===== src/rtl/sdc_data_ctrl_if.sv =====
// sdc_data_ctrl_if: configuration, command, status and control bundle of the SD data-transfer sequencer
//   cfg_*        transfer configuration (block count, per-block timeout, bus width)
//   *_start/abort  single-cycle command pulses
//   rx_*/tx_*    receiver/transmitter status; dat0_busy, fifo_* card and DMA status
//   rx_en/tx_en/lane_mask/blk_remaining/busy/done/irq_events  sequencer outputs
interface sdc_data_ctrl_if #(
    parameter int BLKCNT_W       = 16,
    parameter int DATA_TIMEOUT_W = 24,
    parameter int MAX_LANES      = 4
);
    logic [BLKCNT_W-1:0]       cfg_block_count;
    logic [DATA_TIMEOUT_W-1:0] cfg_timeout;
    logic [1:0]                cfg_bus_width;
    logic                      rx_start;
    logic                      tx_start;
    logic                      abort;
    logic                      rx_blk_done;
    logic                      rx_crc_err;
    logic                      rx_frame_err;
    logic                      rx_idle;
    logic                      tx_blk_done;
    logic [2:0]                tx_crc_status;
    logic                      dat0_busy;
    logic                      fifo_underflow;
    logic                      fifo_overflow;
    logic                      rx_en;
    logic                      tx_en;
    logic [MAX_LANES-1:0]      lane_mask;
    logic [BLKCNT_W-1:0]       blk_remaining;
    logic                      busy;
    logic                      done;
    logic [7:0]                irq_events;

    modport master (
        output cfg_block_count, cfg_timeout, cfg_bus_width, rx_start, tx_start, abort,
               rx_blk_done, rx_crc_err, rx_frame_err, rx_idle, tx_blk_done, tx_crc_status,
               dat0_busy, fifo_underflow, fifo_overflow,
        input  rx_en, tx_en, lane_mask, blk_remaining, busy, done, irq_events
    );

    modport slave (
        input  cfg_block_count, cfg_timeout, cfg_bus_width, rx_start, tx_start, abort,
               rx_blk_done, rx_crc_err, rx_frame_err, rx_idle, tx_blk_done, tx_crc_status,
               dat0_busy, fifo_underflow, fifo_overflow,
        output rx_en, tx_en, lane_mask, blk_remaining, busy, done, irq_events
    );
endinterface


===== src/rtl/sdc_data_ctrl.sv =====
// sdc_data_ctrl: SD data-transfer sequencer driving rx/tx/DMA enables and the interrupt event vector
//   i_sd_clk    SD-side clock, rising edge
//   i_sd_rst_n  asynchronous active-low reset
//   bus         sdc_data_ctrl_if slave: configuration, commands, path status in; enables, counters, events out
module sdc_data_ctrl #(
    parameter int BLKCNT_W       = 16,
    parameter int DATA_TIMEOUT_W = 24,
    parameter int MAX_LANES      = 4
) (
    input logic            i_sd_clk,
    input logic            i_sd_rst_n,
    sdc_data_ctrl_if.slave bus
);
    typedef enum logic [2:0] {IDLE, RX_ACT, TX_ACT, TX_BUSY, DRAIN} state_t;

    state_t                    r_state, w_state_nxt;
    logic [BLKCNT_W-1:0]       r_blk_rem, w_blk_rem_nxt, w_blk_dec;
    logic [DATA_TIMEOUT_W-1:0] r_tmo;
    logic [MAX_LANES-1:0]      r_lane_mask, w_lane_mask_nxt, w_lane_dec;
    // r_err holds irq bits 7..2 (index = bit - 2)
    logic [5:0]                r_err, w_err_nxt;
    logic                      r_ok, w_ok_nxt;
    logic                      r_last, w_last_nxt;
    logic                      r_done, w_done_nxt;
    logic                      w_active, w_tmo_hit, w_blk_done;

    assign w_active   = r_state inside {RX_ACT, TX_ACT, TX_BUSY};
    assign w_tmo_hit  = w_active && bus.cfg_timeout != '0 &&
                        r_tmo + DATA_TIMEOUT_W'(1) == bus.cfg_timeout;
    assign w_blk_done = (r_state == RX_ACT && bus.rx_blk_done) || (r_state == TX_ACT && bus.tx_blk_done);
    // count 0 means open-ended, so the remaining counter parks at 0
    assign w_blk_dec  = r_blk_rem - BLKCNT_W'(r_blk_rem != '0);
    // widths the hardware cannot carry, and the reserved code, fall back to one lane
    assign w_lane_dec = (bus.cfg_bus_width == 2'd2 && MAX_LANES >= 8) ? MAX_LANES'(8'hFF) :
                        (bus.cfg_bus_width == 2'd1 && MAX_LANES >= 4) ? MAX_LANES'(8'h0F) :
                                                                        MAX_LANES'(8'h01);

    always_comb begin
        w_state_nxt     = r_state;
        w_blk_rem_nxt   = r_blk_rem;
        w_lane_mask_nxt = r_lane_mask;
        w_err_nxt       = r_err;
        w_ok_nxt        = r_ok;
        w_last_nxt      = r_last;
        w_done_nxt      = 1'b0;
        if (r_state == IDLE) begin
            if (bus.rx_start || bus.tx_start) begin
                w_state_nxt     = bus.rx_start ? RX_ACT : TX_ACT;
                w_blk_rem_nxt   = bus.cfg_block_count;
                w_lane_mask_nxt = w_lane_dec;
                w_err_nxt       = '0;
                w_ok_nxt        = 1'b0;
                w_last_nxt      = 1'b0;
            end
        end else if (bus.abort) begin
            w_err_nxt[5] = 1'b1;
            w_state_nxt  = DRAIN;
        end else if (w_tmo_hit) begin
            w_err_nxt[2] = 1'b1;
            w_state_nxt  = DRAIN;
        end else begin
            case (r_state)
                RX_ACT: begin
                    if (bus.rx_blk_done) begin
                        w_blk_rem_nxt = w_blk_dec;
                        w_err_nxt[0]  = r_err[0] | bus.rx_crc_err;
                        w_err_nxt[3]  = r_err[3] | bus.rx_frame_err;
                        // a pending FIFO error is honoured here, at the block boundary
                        if (r_blk_rem == BLKCNT_W'(1) || bus.rx_crc_err || bus.rx_frame_err || r_err[1])
                            w_state_nxt = DRAIN;
                    end else if (bus.fifo_overflow) begin
                        w_err_nxt[1] = 1'b1;
                    end
                end
                TX_ACT: begin
                    if (bus.tx_blk_done) begin
                        w_blk_rem_nxt = w_blk_dec;
                        w_last_nxt    = r_blk_rem == BLKCNT_W'(1);
                        w_err_nxt[4]  = r_err[4] | (bus.tx_crc_status != 3'b010);
                        w_err_nxt[0]  = r_err[0] | (bus.tx_crc_status == 3'b101);
                        w_state_nxt   = TX_BUSY;
                    end else if (bus.fifo_underflow) begin
                        w_err_nxt[1] = 1'b1;
                    end
                end
                TX_BUSY: if (!bus.dat0_busy) w_state_nxt = (r_last || r_err != '0) ? DRAIN : TX_ACT;
                DRAIN: begin
                    if (bus.rx_idle && !bus.dat0_busy) begin
                        w_state_nxt = IDLE;
                        w_done_nxt  = 1'b1;
                        w_ok_nxt    = r_err == '0;
                    end
                end
                default: ;
            endcase
        end
    end

    always_ff @(posedge i_sd_clk or negedge i_sd_rst_n) begin
        if (!i_sd_rst_n) begin
            r_state     <= IDLE;
            r_blk_rem   <= '0;
            r_lane_mask <= MAX_LANES'(1);
            r_err       <= '0;
            r_ok        <= 1'b0;
            r_last      <= 1'b0;
            r_done      <= 1'b0;
            r_tmo       <= '0;
        end else begin
            r_state     <= w_state_nxt;
            r_blk_rem   <= w_blk_rem_nxt;
            r_lane_mask <= w_lane_mask_nxt;
            r_err       <= w_err_nxt;
            r_ok        <= w_ok_nxt;
            r_last      <= w_last_nxt;
            r_done      <= w_done_nxt;
            r_tmo       <= (w_state_nxt != r_state || w_blk_done) ? '0 :
                           (w_active && bus.cfg_timeout != '0) ? r_tmo + DATA_TIMEOUT_W'(1) : r_tmo;
        end
    end

    assign bus.rx_en         = r_state == RX_ACT;
    assign bus.tx_en         = r_state == TX_ACT || r_state == TX_BUSY;
    assign bus.lane_mask     = r_lane_mask;
    assign bus.blk_remaining = r_blk_rem;
    assign bus.busy          = r_state != IDLE;
    assign bus.done          = r_done;
    assign bus.irq_events    = bus.busy ? 8'h00 : {r_err, r_err != '0, r_ok};
endmodule

===== src/flat_wrapper.sv =====
// flat-port wrapper written by rule: the top's interface ports become plain ports
module sdc_data_ctrl_flat 
#(
    parameter int BLKCNT_W       = 16,
    parameter int DATA_TIMEOUT_W = 24,
    parameter int MAX_LANES      = 4
)
  (i_sd_clk, i_sd_rst_n, bus_cfg_block_count, bus_cfg_timeout, bus_cfg_bus_width, bus_rx_start, bus_tx_start, bus_abort, bus_rx_blk_done, bus_rx_crc_err, bus_rx_frame_err, bus_rx_idle, bus_tx_blk_done, bus_tx_crc_status, bus_dat0_busy, bus_fifo_underflow, bus_fifo_overflow, bus_rx_en, bus_tx_en, bus_lane_mask, bus_blk_remaining, bus_busy, bus_done, bus_irq_events);
  sdc_data_ctrl_if #(.BLKCNT_W(BLKCNT_W), .DATA_TIMEOUT_W(DATA_TIMEOUT_W), .MAX_LANES(MAX_LANES)) bus_i ();
  input logic i_sd_clk;
  input logic i_sd_rst_n;
  input wire logic [$bits(bus_i.cfg_block_count)-1:0] bus_cfg_block_count;
  input wire logic [$bits(bus_i.cfg_timeout)-1:0] bus_cfg_timeout;
  input wire logic [$bits(bus_i.cfg_bus_width)-1:0] bus_cfg_bus_width;
  input wire logic [$bits(bus_i.rx_start)-1:0] bus_rx_start;
  input wire logic [$bits(bus_i.tx_start)-1:0] bus_tx_start;
  input wire logic [$bits(bus_i.abort)-1:0] bus_abort;
  input wire logic [$bits(bus_i.rx_blk_done)-1:0] bus_rx_blk_done;
  input wire logic [$bits(bus_i.rx_crc_err)-1:0] bus_rx_crc_err;
  input wire logic [$bits(bus_i.rx_frame_err)-1:0] bus_rx_frame_err;
  input wire logic [$bits(bus_i.rx_idle)-1:0] bus_rx_idle;
  input wire logic [$bits(bus_i.tx_blk_done)-1:0] bus_tx_blk_done;
  input wire logic [$bits(bus_i.tx_crc_status)-1:0] bus_tx_crc_status;
  input wire logic [$bits(bus_i.dat0_busy)-1:0] bus_dat0_busy;
  input wire logic [$bits(bus_i.fifo_underflow)-1:0] bus_fifo_underflow;
  input wire logic [$bits(bus_i.fifo_overflow)-1:0] bus_fifo_overflow;
  output wire logic [$bits(bus_i.rx_en)-1:0] bus_rx_en;
  output wire logic [$bits(bus_i.tx_en)-1:0] bus_tx_en;
  output wire logic [$bits(bus_i.lane_mask)-1:0] bus_lane_mask;
  output wire logic [$bits(bus_i.blk_remaining)-1:0] bus_blk_remaining;
  output wire logic [$bits(bus_i.busy)-1:0] bus_busy;
  output wire logic [$bits(bus_i.done)-1:0] bus_done;
  output wire logic [$bits(bus_i.irq_events)-1:0] bus_irq_events;
  assign bus_i.cfg_block_count = bus_cfg_block_count;
  assign bus_i.cfg_timeout = bus_cfg_timeout;
  assign bus_i.cfg_bus_width = bus_cfg_bus_width;
  assign bus_i.rx_start = bus_rx_start;
  assign bus_i.tx_start = bus_tx_start;
  assign bus_i.abort = bus_abort;
  assign bus_i.rx_blk_done = bus_rx_blk_done;
  assign bus_i.rx_crc_err = bus_rx_crc_err;
  assign bus_i.rx_frame_err = bus_rx_frame_err;
  assign bus_i.rx_idle = bus_rx_idle;
  assign bus_i.tx_blk_done = bus_tx_blk_done;
  assign bus_i.tx_crc_status = bus_tx_crc_status;
  assign bus_i.dat0_busy = bus_dat0_busy;
  assign bus_i.fifo_underflow = bus_fifo_underflow;
  assign bus_i.fifo_overflow = bus_fifo_overflow;
  assign bus_rx_en = bus_i.rx_en;
  assign bus_tx_en = bus_i.tx_en;
  assign bus_lane_mask = bus_i.lane_mask;
  assign bus_blk_remaining = bus_i.blk_remaining;
  assign bus_busy = bus_i.busy;
  assign bus_done = bus_i.done;
  assign bus_irq_events = bus_i.irq_events;
  sdc_data_ctrl #(.BLKCNT_W(BLKCNT_W), .DATA_TIMEOUT_W(DATA_TIMEOUT_W), .MAX_LANES(MAX_LANES)) u_core (.i_sd_clk(i_sd_clk), .i_sd_rst_n(i_sd_rst_n), .bus(bus_i));
endmodule

===== config.mk =====
export PLATFORM = sky130hd
export DESIGN_NAME = sdc_data_ctrl_flat
export DESIGN_NICKNAME = d
export VERILOG_FILES = /design/src/rtl/sdc_data_ctrl_if.sv /design/src/rtl/sdc_data_ctrl.sv /design/src/flat_wrapper.sv
export SDC_FILE = /design/constraint.sdc
export NUM_CORES = 1
export LEC_CHECK = 0
export CORE_ASPECT_RATIO = 0.6
export CORE_UTILIZATION = 55
export CTS_CLUSTER_DIAMETER = 40
export DETAILED_ROUTE_END_ITERATION = 8
export GPL_TIMING_DRIVEN = 0
export HOLD_SLACK_MARGIN = 0.15
export PLACE_DENSITY = 0.86
export SLEW_MARGIN = 20
export SYNTH_ARGS = -nofsm -noshare
export SYNTH_HDL_FRONTEND = slang
export SYNTH_SLANG_ARGS = --single-unit

===== constraint.sdc =====
create_clock -name i_sd_clk -period 6.6 [get_ports i_sd_clk]
set_clock_uncertainty 0.2 [all_clocks]
set_input_delay 0.66 -clock i_sd_clk [delete_from_list [all_inputs] [get_ports i_sd_clk]]
set_output_delay 0.66 -clock i_sd_clk [all_outputs]
set_load 0.005 [all_outputs]

==> metrics.cfg <==
[route]
ant_nets = 0
wl_mm = 12.3
routedLengthMet1_mm = 5.63
wl_per_cell_um = 18.5
drtPass1Iterations = 9
route.met3.wl_mm = 1.39
wl_met2_mm = 5.09
drc_errors = 6
top_layer = met4
drt_iter0_markers = 455
via_count = 4294
avgViaCountPerCell = 6.44

[finish]
area_growth_pct = 28.5
final_common_cell = clkdlybuf4s50_1
fill_cells = 517
layout-drive-gt1-share = 0.0724
nNetsFinal = 640
final_cell_mix = clkdlybuf4s50_1, nor2_1, dfrtp_1
diodes = 0

[timing]
period_needed_ps = 4020
slew_violations = 0
layout_setup_ws_ps = 2580
finalSetupTns_ps = 0
maxSlewHeadroom = 0.442
max_freq_ghz = 0.249
worstMarginPinSlew_ps = 829
period_share = 0.609
rsz0062_at_grt = no
hold_viol = 0
setup_viol = 0

[critical_path]
arrival_ps = 3160
worstPathRequired_ps = 5740
critPathSlowestCell = nor3_1
rr_worst_depth = 10
crit_fanout = 10
cp_slowest_stage_delay_ps = 630
crit_chain = clkbuf_1 > nor3_1 > clkinv_1 > clkbuf_1 > a21oi_1 > clkdlybuf4s50_1
path_delay_family = buffers and inverters
cpMostUsedCell = clkbuf_1
end_kind = output port
path_class = flop to output port
path_depth = 6
crit_buf_inv = 4
start_kind = flop

[clock_network]
cts_tree = built
cts_max_level = 2
numCtsBuffers = 5
root_buffer = clkbuf_16
clock_latency_ps = 300
cts.sinks = 53
hold_buffers = 0
cts_setup_buffers = 0
clock_path_buffers = 2
cts.repair.resized = 0
clk_pin_slew_ps = 70

[die]
core-area_um2 = 6820
dieHeight_um = 67.8
initial_core_util = 0.582
rows = 23
die_area_um2 = 7570
ios = 90
fp.dieW_um = 112

[synth]
synth.distinct_cells = 60
synth.area.top_cells = dfrtp_1, xor2_1, nor2_1, xnor2_1, nand2_1
synth_simple_gate_area_frac = 0.324
async_reset_ff_frac = 1.00
synth_edf_count = 0
synth_mux_area_frac = 0.0101
seq_area_frac_synth = 0.334
synth_fa_ha_area_frac = 0.00945
synth_top_cell_by_area = dfrtp_1
synth_ff_type = dfrtp_1
synthesis.nets = 546
ys_ff_latch = 53
yosysWarnings = 0
syn_avg_cell_area_um2 = 8.19
synth-xor-area-share = 0.119
synth_top_area_share = 0.334
synth_top_family_by_area = simple AND/OR/NAND/NOR gates
syn_inst = 485
synth_compound_area_frac = 0.146
netlist_area_um2 = 3970

[pwr]
p_per_area_nw_per_um2 = 307
combPwrFrac = 0.520
ir_worst_vdd_v = 0.000261
p_sw_frac = 0.420
leakagePower_nw = 2.01
power.internal_mw = 0.908
seq_power_share = 0.304
p_clk_frac = 0.176
p_sw_mw = 0.658

[global_route]
overflow = 0
grt_max_degree = 54
grt_pass1_vias = 3828
grt_pass1_wl_mm = 19.6
track_usage = 0.339
antenna_found_initial = 0

[place]
place.detailed.hpwl_mm = 9.43
io_buffer_count = 87
place_ws_ps = 2540
gp_congestion = 0.915

[run_status]
violations = DRC
outcome = complete, but fails checks

[worst_hold_path]
min_path_type = input port to asynchronous set/reset pin

[run]
cap_violations = 0

==> path summary, 6_finish.rpt <==
path / from / end / slack, ps
setup / recovery: u_core.r_state[0] / bus_irq_events[1] / 2580
hold / removal: i_sd_rst_n / u_core.bus.blk_remaining[7] / 210
setup reg to reg: u_core.r_tmo[14] / u_core.bus.blk_remaining[12] / 2630
hold reg to reg: u_core.r_err[3] / u_core.r_err[3] / 320
max in group asynchronous: i_sd_rst_n / u_core.bus.done / 5550
min in group i_sd_clk: u_core.r_err[3] / u_core.r_err[3] / 320
==> per-stage QoR <==
stage,power [mW],hold WS [ps],area [µm²],std cells,util
floorplan,0.922,164,3970,485,-
global placement,1.24,301,4950,659,0.726
detailed placement,1.27,303,4950,659,0.725
CTS,1.55,222,5100,667,0.748
global route,1.66,266,5100,667,0.748
finish,1.57,206,5100,667,0.748
==> metal layers <==
layer | vias to the layer above | global-route usage
met5 | - | 0.0333
met1 | 2055 | 0.498
li1 | 1936 | -
met2 | 263 | 0.503
met3 | 40 | 0.0647
met4 | 0 | 0.101
==> power by group through the flow <==
stage                     registers (mW)  logic (mW)  clock network, mW
after floorplan                    0.467       0.455                  0
after global placement             0.475       0.768                  0
after detailed placement           0.477       0.794                  0
after CTS                          0.472       0.799              0.280
after global routing               0.485       0.880              0.290
final                              0.475       0.815              0.276
==> area by class of cell <==
class,count,area (µm²),area share
repair buffers,87,868,0.170
well taps,87,109,0.0213
plain buffers,34,193,0.0378
inverters,8,30.0,0.00589
clock inverters,2,13.8,0.00270
multi-input cells,390,2420,0.475
clock buffers,6,139,0.0272
flip-flops and latches,53,1330,0.260
==> synth_stat cells, types with 11 or more instances <==
| cell | count |
|---|---|
| a21oi_1 | 14 |
| and2_1 | 11 |
| clkbuf_1 | 16 |
| dfrtp_1 | 53 |
| nand2_1 | 50 |
| nand3_1 | 25 |
| nand4_1 | 24 |
| nor2_1 | 63 |
| nor3_1 | 16 |
| nor4_1 | 12 |
| o211ai_1 | 13 |
| o21ai_0 | 13 |
| xnor2_1 | 24 |
| xor2_1 | 30 |
==> cells by family after synthesis <==
| kind of cell | after synthesis |
|---|---|
| and+or+nand+nor | 249 |
| AOI/OAI and AO/OA | 79 |
| xor gates and xnor gates | 54 |
| DFF | 53 |
| buffers and inverters | 42 |
| muxes | 4 |
| adders and majority gates | 3 |
| other | 1 |
==> worst register-to-register path, cell delays in order, from the launching register on <==
cell and delay (ps):
dfrtp_1 320, clkbuf_1 370, nand4_1 200, nor4_1 660
nand4_1 210, xnor2_1 200, or4_4 520, nor4_4 530
buf_6 240, nand3b_1 250, o211ai_1 130
==> state kept, by name, indices dropped and copies added, names as in the netlist <==
name	count
u_core.bus.done	1
u_core.r_tmo	24
u_core.r_err	6
u_core.r_last	1
u_core.bus.lane_mask	1
u_core.r_ok	1
u_core.r_state	3
u_core.bus.blk_remaining	16
Note: power is estimated with default switching activity, not from simulation.
